**src/rtl/uart_beep_sched.sv**
```systemverilog
// uart_beep_sched: shares one buzzer between three UART event sources.
// Requester i plays i+1 beeps (rx byte = 1, tx done = 2, frame error = 3).
// Requests are level flags that are synchronized and edge-detected. Each
// requester queues at most one pending event. Grants are non-preemptive,
// and bit 2 has the highest priority.
//
// Ports:
//   sys_clk   in   clock
//   sys_rst   in   asynchronous reset, active-low
//   req       in   [2:0] level request flags, async; rising edge = event
//   mute      in   forces beep_en low; sequencing is unaffected
//   clear     in   synchronous flush of pending requests and active pattern
//   beep_en   out  registered buzzer drive
//   busy      out  high whenever the sequencer is not idle
//   grant     out  [2:0] one-hot owner of the active pattern, 0 when idle
//   overflow  out  one-cycle pulse when an event coalesces into a pending one
module uart_beep_sched #(
    parameter int unsigned CNT_W      = 27,
    parameter int unsigned ON_CYCLES  = 5000000,
    parameter int unsigned OFF_CYCLES = 2500000,
    parameter int unsigned GAP_CYCLES = 10000000
) (
    input  logic       sys_clk,
    input  logic       sys_rst,
    input  logic [2:0] req,
    input  logic       mute,
    input  logic       clear,
    output logic       beep_en,
    output logic       busy,
    output logic [2:0] grant,
    output logic       overflow
);

    localparam logic [CNT_W-1:0] ON_LAST  = CNT_W'(ON_CYCLES - 1);
    localparam logic [CNT_W-1:0] OFF_LAST = CNT_W'(OFF_CYCLES - 1);
    localparam logic [CNT_W-1:0] GAP_LAST = CNT_W'(GAP_CYCLES - 1);

    typedef enum logic [1:0] {StIdle, StOn, StOff, StGap} state_e;

    state_e           state_q, state_d;
    logic [CNT_W-1:0] cnt_q, cnt_d;
    logic [1:0]       beep_left_q, beep_left_d;
    logic [2:0]       grant_q, grant_d;
    logic [2:0]       pending_q, pending_d;
    logic [2:0]       s0_q, s1_q, s2_q;
    logic             beep_en_q, beep_en_d;
    logic             overflow_q, overflow_d;
    logic [2:0]       rise;
    logic [2:0]       pick;
    logic [1:0]       pick_beeps;
    logic [2:0]       pend_clr;

    assign rise = s1_q & ~s2_q;

    // Highest set pending bit wins; its beep count is index + 1.
    always_comb begin
        pick       = 3'b000;
        pick_beeps = 2'd0;
        if (pending_q[2]) begin
            pick       = 3'b100;
            pick_beeps = 2'd3;
        end else if (pending_q[1]) begin
            pick       = 3'b010;
            pick_beeps = 2'd2;
        end else if (pending_q[0]) begin
            pick       = 3'b001;
            pick_beeps = 2'd1;
        end
    end

    // State register, plus the input synchronizer and the datapath registers.
    always_ff @(posedge sys_clk or negedge sys_rst) begin
        if (!sys_rst) begin
            state_q     <= StIdle;
            cnt_q       <= '0;
            beep_left_q <= 2'd0;
            grant_q     <= 3'b000;
            pending_q   <= 3'b000;
            s0_q        <= 3'b000;
            s1_q        <= 3'b000;
            s2_q        <= 3'b000;
            beep_en_q   <= 1'b0;
            overflow_q  <= 1'b0;
        end else begin
            state_q     <= state_d;
            cnt_q       <= cnt_d;
            beep_left_q <= beep_left_d;
            grant_q     <= grant_d;
            pending_q   <= pending_d;
            s0_q        <= req;
            s1_q        <= s0_q;
            s2_q        <= s1_q;
            beep_en_q   <= beep_en_d;
            overflow_q  <= overflow_d;
        end
    end

    // Next-state logic.
    always_comb begin
        state_d     = state_q;
        cnt_d       = cnt_q;
        beep_left_d = beep_left_q;
        grant_d     = grant_q;
        pend_clr    = 3'b000;
        unique case (state_q)
            StIdle: begin
                if (|pending_q) begin
                    grant_d     = pick;
                    beep_left_d = pick_beeps;
                    pend_clr    = pick;
                    cnt_d       = '0;
                    state_d     = StOn;
                end
            end
            StOn: begin
                if (cnt_q == ON_LAST) begin
                    cnt_d   = '0;
                    state_d = (beep_left_q > 2'd1) ? StOff : StGap;
                end else begin
                    cnt_d = cnt_q + CNT_W'(1);
                end
            end
            StOff: begin
                if (cnt_q == OFF_LAST) begin
                    cnt_d       = '0;
                    beep_left_d = beep_left_q - 2'd1;
                    state_d     = StOn;
                end else begin
                    cnt_d = cnt_q + CNT_W'(1);
                end
            end
            StGap: begin
                if (cnt_q == GAP_LAST) begin
                    cnt_d   = '0;
                    grant_d = 3'b000;
                    state_d = StIdle;
                end else begin
                    cnt_d = cnt_q + CNT_W'(1);
                end
            end
        endcase

        // A new rise beats the grant-clear of the same bit, so it re-queues.
        pending_d = (pending_q & ~pend_clr) | rise;

        if (clear) begin
            state_d     = StIdle;
            cnt_d       = '0;
            beep_left_d = 2'd0;
            grant_d     = 3'b000;
            pending_d   = 3'b000;
        end
    end

    // Output logic; beep_en is registered off the next state.
    always_comb begin
        beep_en_d  = (state_d == StOn) && !mute;
        overflow_d = !clear && |(rise & pending_q);
    end

    assign beep_en  = beep_en_q;
    assign overflow = overflow_q;
    assign grant    = grant_q;
    assign busy     = (state_q != StIdle);

endmodule

```
**config.mk**
```make
export PLATFORM = sky130hd
export DESIGN_NAME = uart_beep_sched
export DESIGN_NICKNAME = d
export VERILOG_FILES = /design/src/rtl/uart_beep_sched.sv
export SDC_FILE = /design/constraint.sdc
export NUM_CORES = 1
export LEC_CHECK = 0
export ABC_AREA = 1
export CELL_PAD_IN_SITES_DETAIL_PLACEMENT = 1
export CELL_PAD_IN_SITES_GLOBAL_PLACEMENT = 1
export CORE_AREA = 2 2 105 107
export DETAILED_ROUTE_END_ITERATION = 7
export DIE_AREA = 0 0 107 109
export PLACE_DENSITY = 0.66
export SLEW_MARGIN = 20
export SYNTH_ARGS = -nofsm -noshare
export SYNTH_HDL_FRONTEND = slang
export SYNTH_SLANG_ARGS = --single-unit
```
**constraint.sdc**
```tcl
create_clock -name sys_clk -period 4.45 [get_ports sys_clk]
set_input_delay 0.445 -clock sys_clk [delete_from_list [all_inputs] [get_ports sys_clk]]
set_output_delay 0.445 -clock sys_clk [all_outputs]
set_load 0.02 [all_outputs]
```
### Word-level counts from Yosys, hierarchy flattened

Cells that the tools add are included.

* flip-flop bits (word level): 48
* latch bits: 0
* memory bits (writable): 0
* memory bits (read-only): 0
* bits of input ports: 7
* output and inout port bits: 6
* word-level logic and storage cells: 71
* memories: 0

* $add $sub $neg: 2
* multipliers: 0
* divide/modulo/power cells: 0
* $lt $le $gt $ge: 1
* equality and inequality tests: 10
* shift-type cells: 0
* mux-type cells: 30
* bitwise gates (word level): 6
* reductions and logical operators: 12

Operators with widths (count)
* $mux 27: 5
* $pmux 27 s4: 1
* $add 27x1->27 const B: 1
* $eq 27x22->1 const B: 1
* $eq 27x23->1 const B: 1
* $eq 27x24->1 const B: 1
* $mux 2: 11
* $mux 3: 7
* $and 3x3->3: 3
* $ne 3x3->1 const B: 3
* $pmux 2 s4: 1
* $not 3->3: 2
* $pmux 3 s2: 1
* $reduce_and 3->1: 2
* $reduce_bool 3->1: 2
* $reduce_or 3->1: 2
* $eq 2x1->1 const B: 2
* $eq 2x2->1 const B: 2
* $pmux 2 s2: 1
* $mux 1: 3
* $or 3x3->3: 1
* $gt 2x1->1 const B: 1
* $logic_and 1x1->1: 2
* $logic_not 1->1: 2
* 3 further kinds: 3

### Logic depth before layout (Yosys ltp)

* word-level depth: 9
* gate-level depth with buffers: 12
* mapped depth without buffers: 12

### Least setup slack after synthesis

OpenSTA, ideal clock, no wires.

* kind: reg-to-reg
* from: register cnt_q[1]
* to: register cnt_q[2]
* library setup time: 126 ps
* arrival: 1422 ps
* setup slack: 2902 ps
* cell stages (with the launch flop): 12
* period minus slack after synthesis: 1548 ps
* cell sequence: dfrtp_1 ha_1 nand2_2 nor2_4 inv_1 nor2_2 nand2_1 nand2_1 nand3_2 nand2_4 buf_12 a21oi_2

* word-level cells in the longest chain between the ends: 4
* elaborated cells on any way between the ends: 9
* classes of those cells: add/sub: 1; eq/ne: 3; mux: 5

RTL lines
* start, declared: line 41 `logic [CNT_W-1:0] cnt_q, cnt_d;`
* start signal, assigned: line 86 `cnt_q <= cnt_d;`
* $add 27x1->27, or another cell as far along: line 120, 129, 138
* $mux 27, on equally long branches: line 133, 116, 124
* $pmux 27 s4 *: line 105 `unique case (state_q)`
* $mux 27 *: line 146 `if (clear) begin`

Mark *: on every way between the ends. The rest lies on a longest branch, timed or not.
A chain may end at the register's enable or synchronous reset.

### Worst setup path in the final report

* from: input clear
* to: register cnt_q[5]

* word-level cells in the longest chain between the ends: 1
* elaborated cells on any way between the ends: 2
* classes of those cells: eq/ne: 1; mux: 1

RTL lines
* start, declared: line 27 `input logic clear,`
* $ne 3x3->1 (no line) / $mux 27 (equally long branches)

Parallel ways exist; a longest one is shown, timed or not.

==> metrics.txt <==
worst clock skew=between 0.01 and 0.015 ns; Starting Density=0.291; Synth Cell Area=approximately 3100 sq um; Pre-antenna DRT Iters=4; Layout fillers=1320; RSZ-0062 raised after global routing=false; hold-fix buffer count after cts=0; Lkg Pwr=around 1.5 nW; count of cell types in the netlist=38; worst slew pin tran=roughly 0.65 ns; critical setup path kind=primary input to register; Seq cells post-synth=between 40 and 50; post-CTS sizing=0; postcts setup bufs=0; die span in y=~110 microns; Cell Chain, Critical Path=clkdlybuf4s50_1 -> nor2_4 -> inv_2 -> nand3b_1 -> xor2_1 -> a21oi_2; Power Total=roughly 0.85 mW; htree depth=2; first-pass GRT wire length=15100 microns; grt ovf=0; dpl cells=between 500 and 600; core footprint=10600 sq um; dominant cell type by area after synthesis=dfrtp_1; TritonCTS buffer count=5; Worst-Skew Late Latency=just over 0.3 ns; worst setup margin=2.26 ns; DRT iter0 DRCs=between 100 and 150; Die Width=107 microns; reg2reg end=cnt_q[5]; count of flip-flops with a built-in enable after synthesis=0; routed vias=around 2700; post-synth top area share=0.390; CP Launch Type=primary input; CP max stage delay=roughly 0.60 ns; CTS sink cnt=48; pwr/cell area=~250 nW/um^2; Placement Rows=38; CP Max Fanout=26; period utilisation layout=0.491; Yosys warning total=0; Setup violations, final=0; final count of hold timing violations=0; CTS clk-pin slew, worst paths=approximately 0.10 ns; gr usage total=0.167; Max-slew headroom=0.565; Placer Congestion=roughly 0.88; Met2 Routed Length=about 4400 microns; Post-route DRC=0; M1 WL=4150 microns; Net Count, Synth=425; pin count of the biggest net entering global routing=approximately 50; clk buf depth=2; maxcap violations=0; Synth async-reset ratio=1.00; Crit path required time=approximately 4.6 ns; non-filler cells, final=around 570; status=finished, final reports clean; root buffer cell=clkbuf_8; CP endpoint kind=register; Synth area leaders=dfrtp_1 39%, nand2_1 14%, nor2_1 6.8%; Syn Area/Cell=between 7 and 8 sq um; wire per inst=around 16 microns; initial antenna violation count=0; reg2reg start=state_q[0]; # diodes=0; Vias/cell=4.82; Top FF cell, synth=dfrtp_1; area delta synth->final=9.66%; worst hold path type=primary input to asynchronous set/reset pin; final wirelength=about 8900 microns; Final Max Slew Viols=0; Critical Path AT=~2.4 ns; slowest stage cell, crit path=clkdlybuf4s50_1; fin crit period=2.19 ns; DR top layer=met4; R2R setup slack=between 2 and 2.5 ns; Hold Slack=0.236 ns; placed cell area=3280 sq um; R2R depth=7; CTS tree=yes; post-route cell area=about 3400 sq um; Seq/Total Area, Yosys=0.390; Port-buffer cells=12; die area=11700 sq um; nets=435; Mapped Cells=approximately 420; pre-CTS setup slack=1.89 ns; HPWL after detailed placement=between 6000 and 7000 microns; Fmax=between 400 and 500 MHz; IO Pins=13; VDD IR max=0.121 mV; met3 wire len=roughly 260 microns; post-layout util=0.319; vias in the first global route=2946; ANT nets after route=0; Setup Total Neg Slack=0 ns; layout cells sized above 1=0.126
how the worst max path moves through the flow:
| stage | startpoint | end | slack (ns) | depth (start not counted) |
|---|---|---|---|---|
| after floorplan | cnt_q[1] | cnt_q[2] | 2.90 | 11 |
| after global placement | clear | cnt_q[17] | 1.99 | 6 |
| after detailed placement | clear | cnt_q[5] | 1.89 | 6 |
| after CTS | state_q[0] | cnt_q[15] | 2.19 | 7 |
| after global routing | state_q[0] | cnt_q[5] | 2.00 | 7 |
| final | clear | cnt_q[5] | 2.26 | 6 |
where the power goes:
part,internal (mW),switching (mW)
combinational,0.0280,0.0683
sequential,0.450,0.00984
clock,0.128,0.164
total,0.606,0.242
cells in the final DEF, fill, tap and decap left out, types with 2 or more instances in the layout:
| cell | count |
|---|---|
| nand2_1 | 113 |
| nor2_1 | 56 |
| inv_1 | 48 |
| dfrtp_1 | 48 |
| nand3_1 | 21 |
| o21ai_0 | 18 |
| xor2_1 | 16 |
| nand4_1 | 14 |
| a21oi_2 | 13 |
| nor3_1 | 11 |
| clkdlybuf4s50_1 | 11 |
| o21ai_2 | 7 |
| clkbuf_8 | 6 |
| nand2_2 | 5 |
| nor2_2 | 4 |
| inv_2 | 4 |
| nor2_4 | 3 |
| o21ai_1 | 3 |
| nor3_2 | 2 |
| a21oi_1 | 2 |
| o22ai_1 | 2 |
| xnor2_1 | 2 |
| ha_1 | 2 |
worst max-delay path: cells and delay by family:
family	cells	cell delay [ns]
AOI/OAI and AO/OA	1	0.04
xor gates and xnor gates	1	0.20
buffers and inverters	2	0.98
and+or+nand+nor	2	0.69
kinds of logic after synthesis:
group           synth area share
xor+xnor                  0.0512
compound gates             0.112
buf+inv                   0.0946
fa+ha+maj                0.00812
flops                      0.390
simple gates               0.345
registers in the layout, summed over array words and instances (netlist names):
register,cells
overflow,1
beep_en,1
s1_q,3
s2_q,3
cnt_q,27
state_q,2
grant,3
beep_left_q,2
s0_q,3
pending_q,3
area by class of cell:
class / count / area (sq um) / area share
Sequential cell: 48 / 1200 / 0.355
Clock inverter: 2 / 13.8 / 0.00407
Inverter: 52 / 195 / 0.0578
Timing Repair Buffer: 13 / 123 / 0.0363
Multi-Input combinational cell: 306 / 1590 / 0.470
Tap cell: 140 / 175 / 0.0518
Clock buffer: 6 / 82.6 / 0.0244
per-layer routing:
layer,vias up,track usage
met5,-,0
met4,0,0.0455
met3,8,0.0227
met2,43,0.293
met1,1337,0.217
li1,1344,-
synthesized netlist by cell type (2+ instances only):
| cell type | n |
|---|---|
| a21oi_1 | 2 |
| a21oi_2 | 13 |
| buf_12 | 2 |
| buf_2 | 3 |
| buf_4 | 2 |
| buf_6 | 2 |
| dfrtp_1 | 48 |
| ha_1 | 2 |
| inv_1 | 48 |
| inv_2 | 4 |
| nand2_1 | 113 |
| nand2_2 | 5 |
| nand3_1 | 21 |
| nand4_1 | 14 |
| nor2_1 | 56 |
| nor2_2 | 4 |
| nor2_4 | 3 |
| nor3_1 | 11 |
| nor3_2 | 2 |
| o21ai_0 | 18 |
| o21ai_1 | 3 |
| o21ai_2 | 7 |
| o22ai_1 | 2 |
| xnor2_1 | 2 |
| xor2_1 | 16 |
No activity file was read; power rests on OpenSTA's default activity.
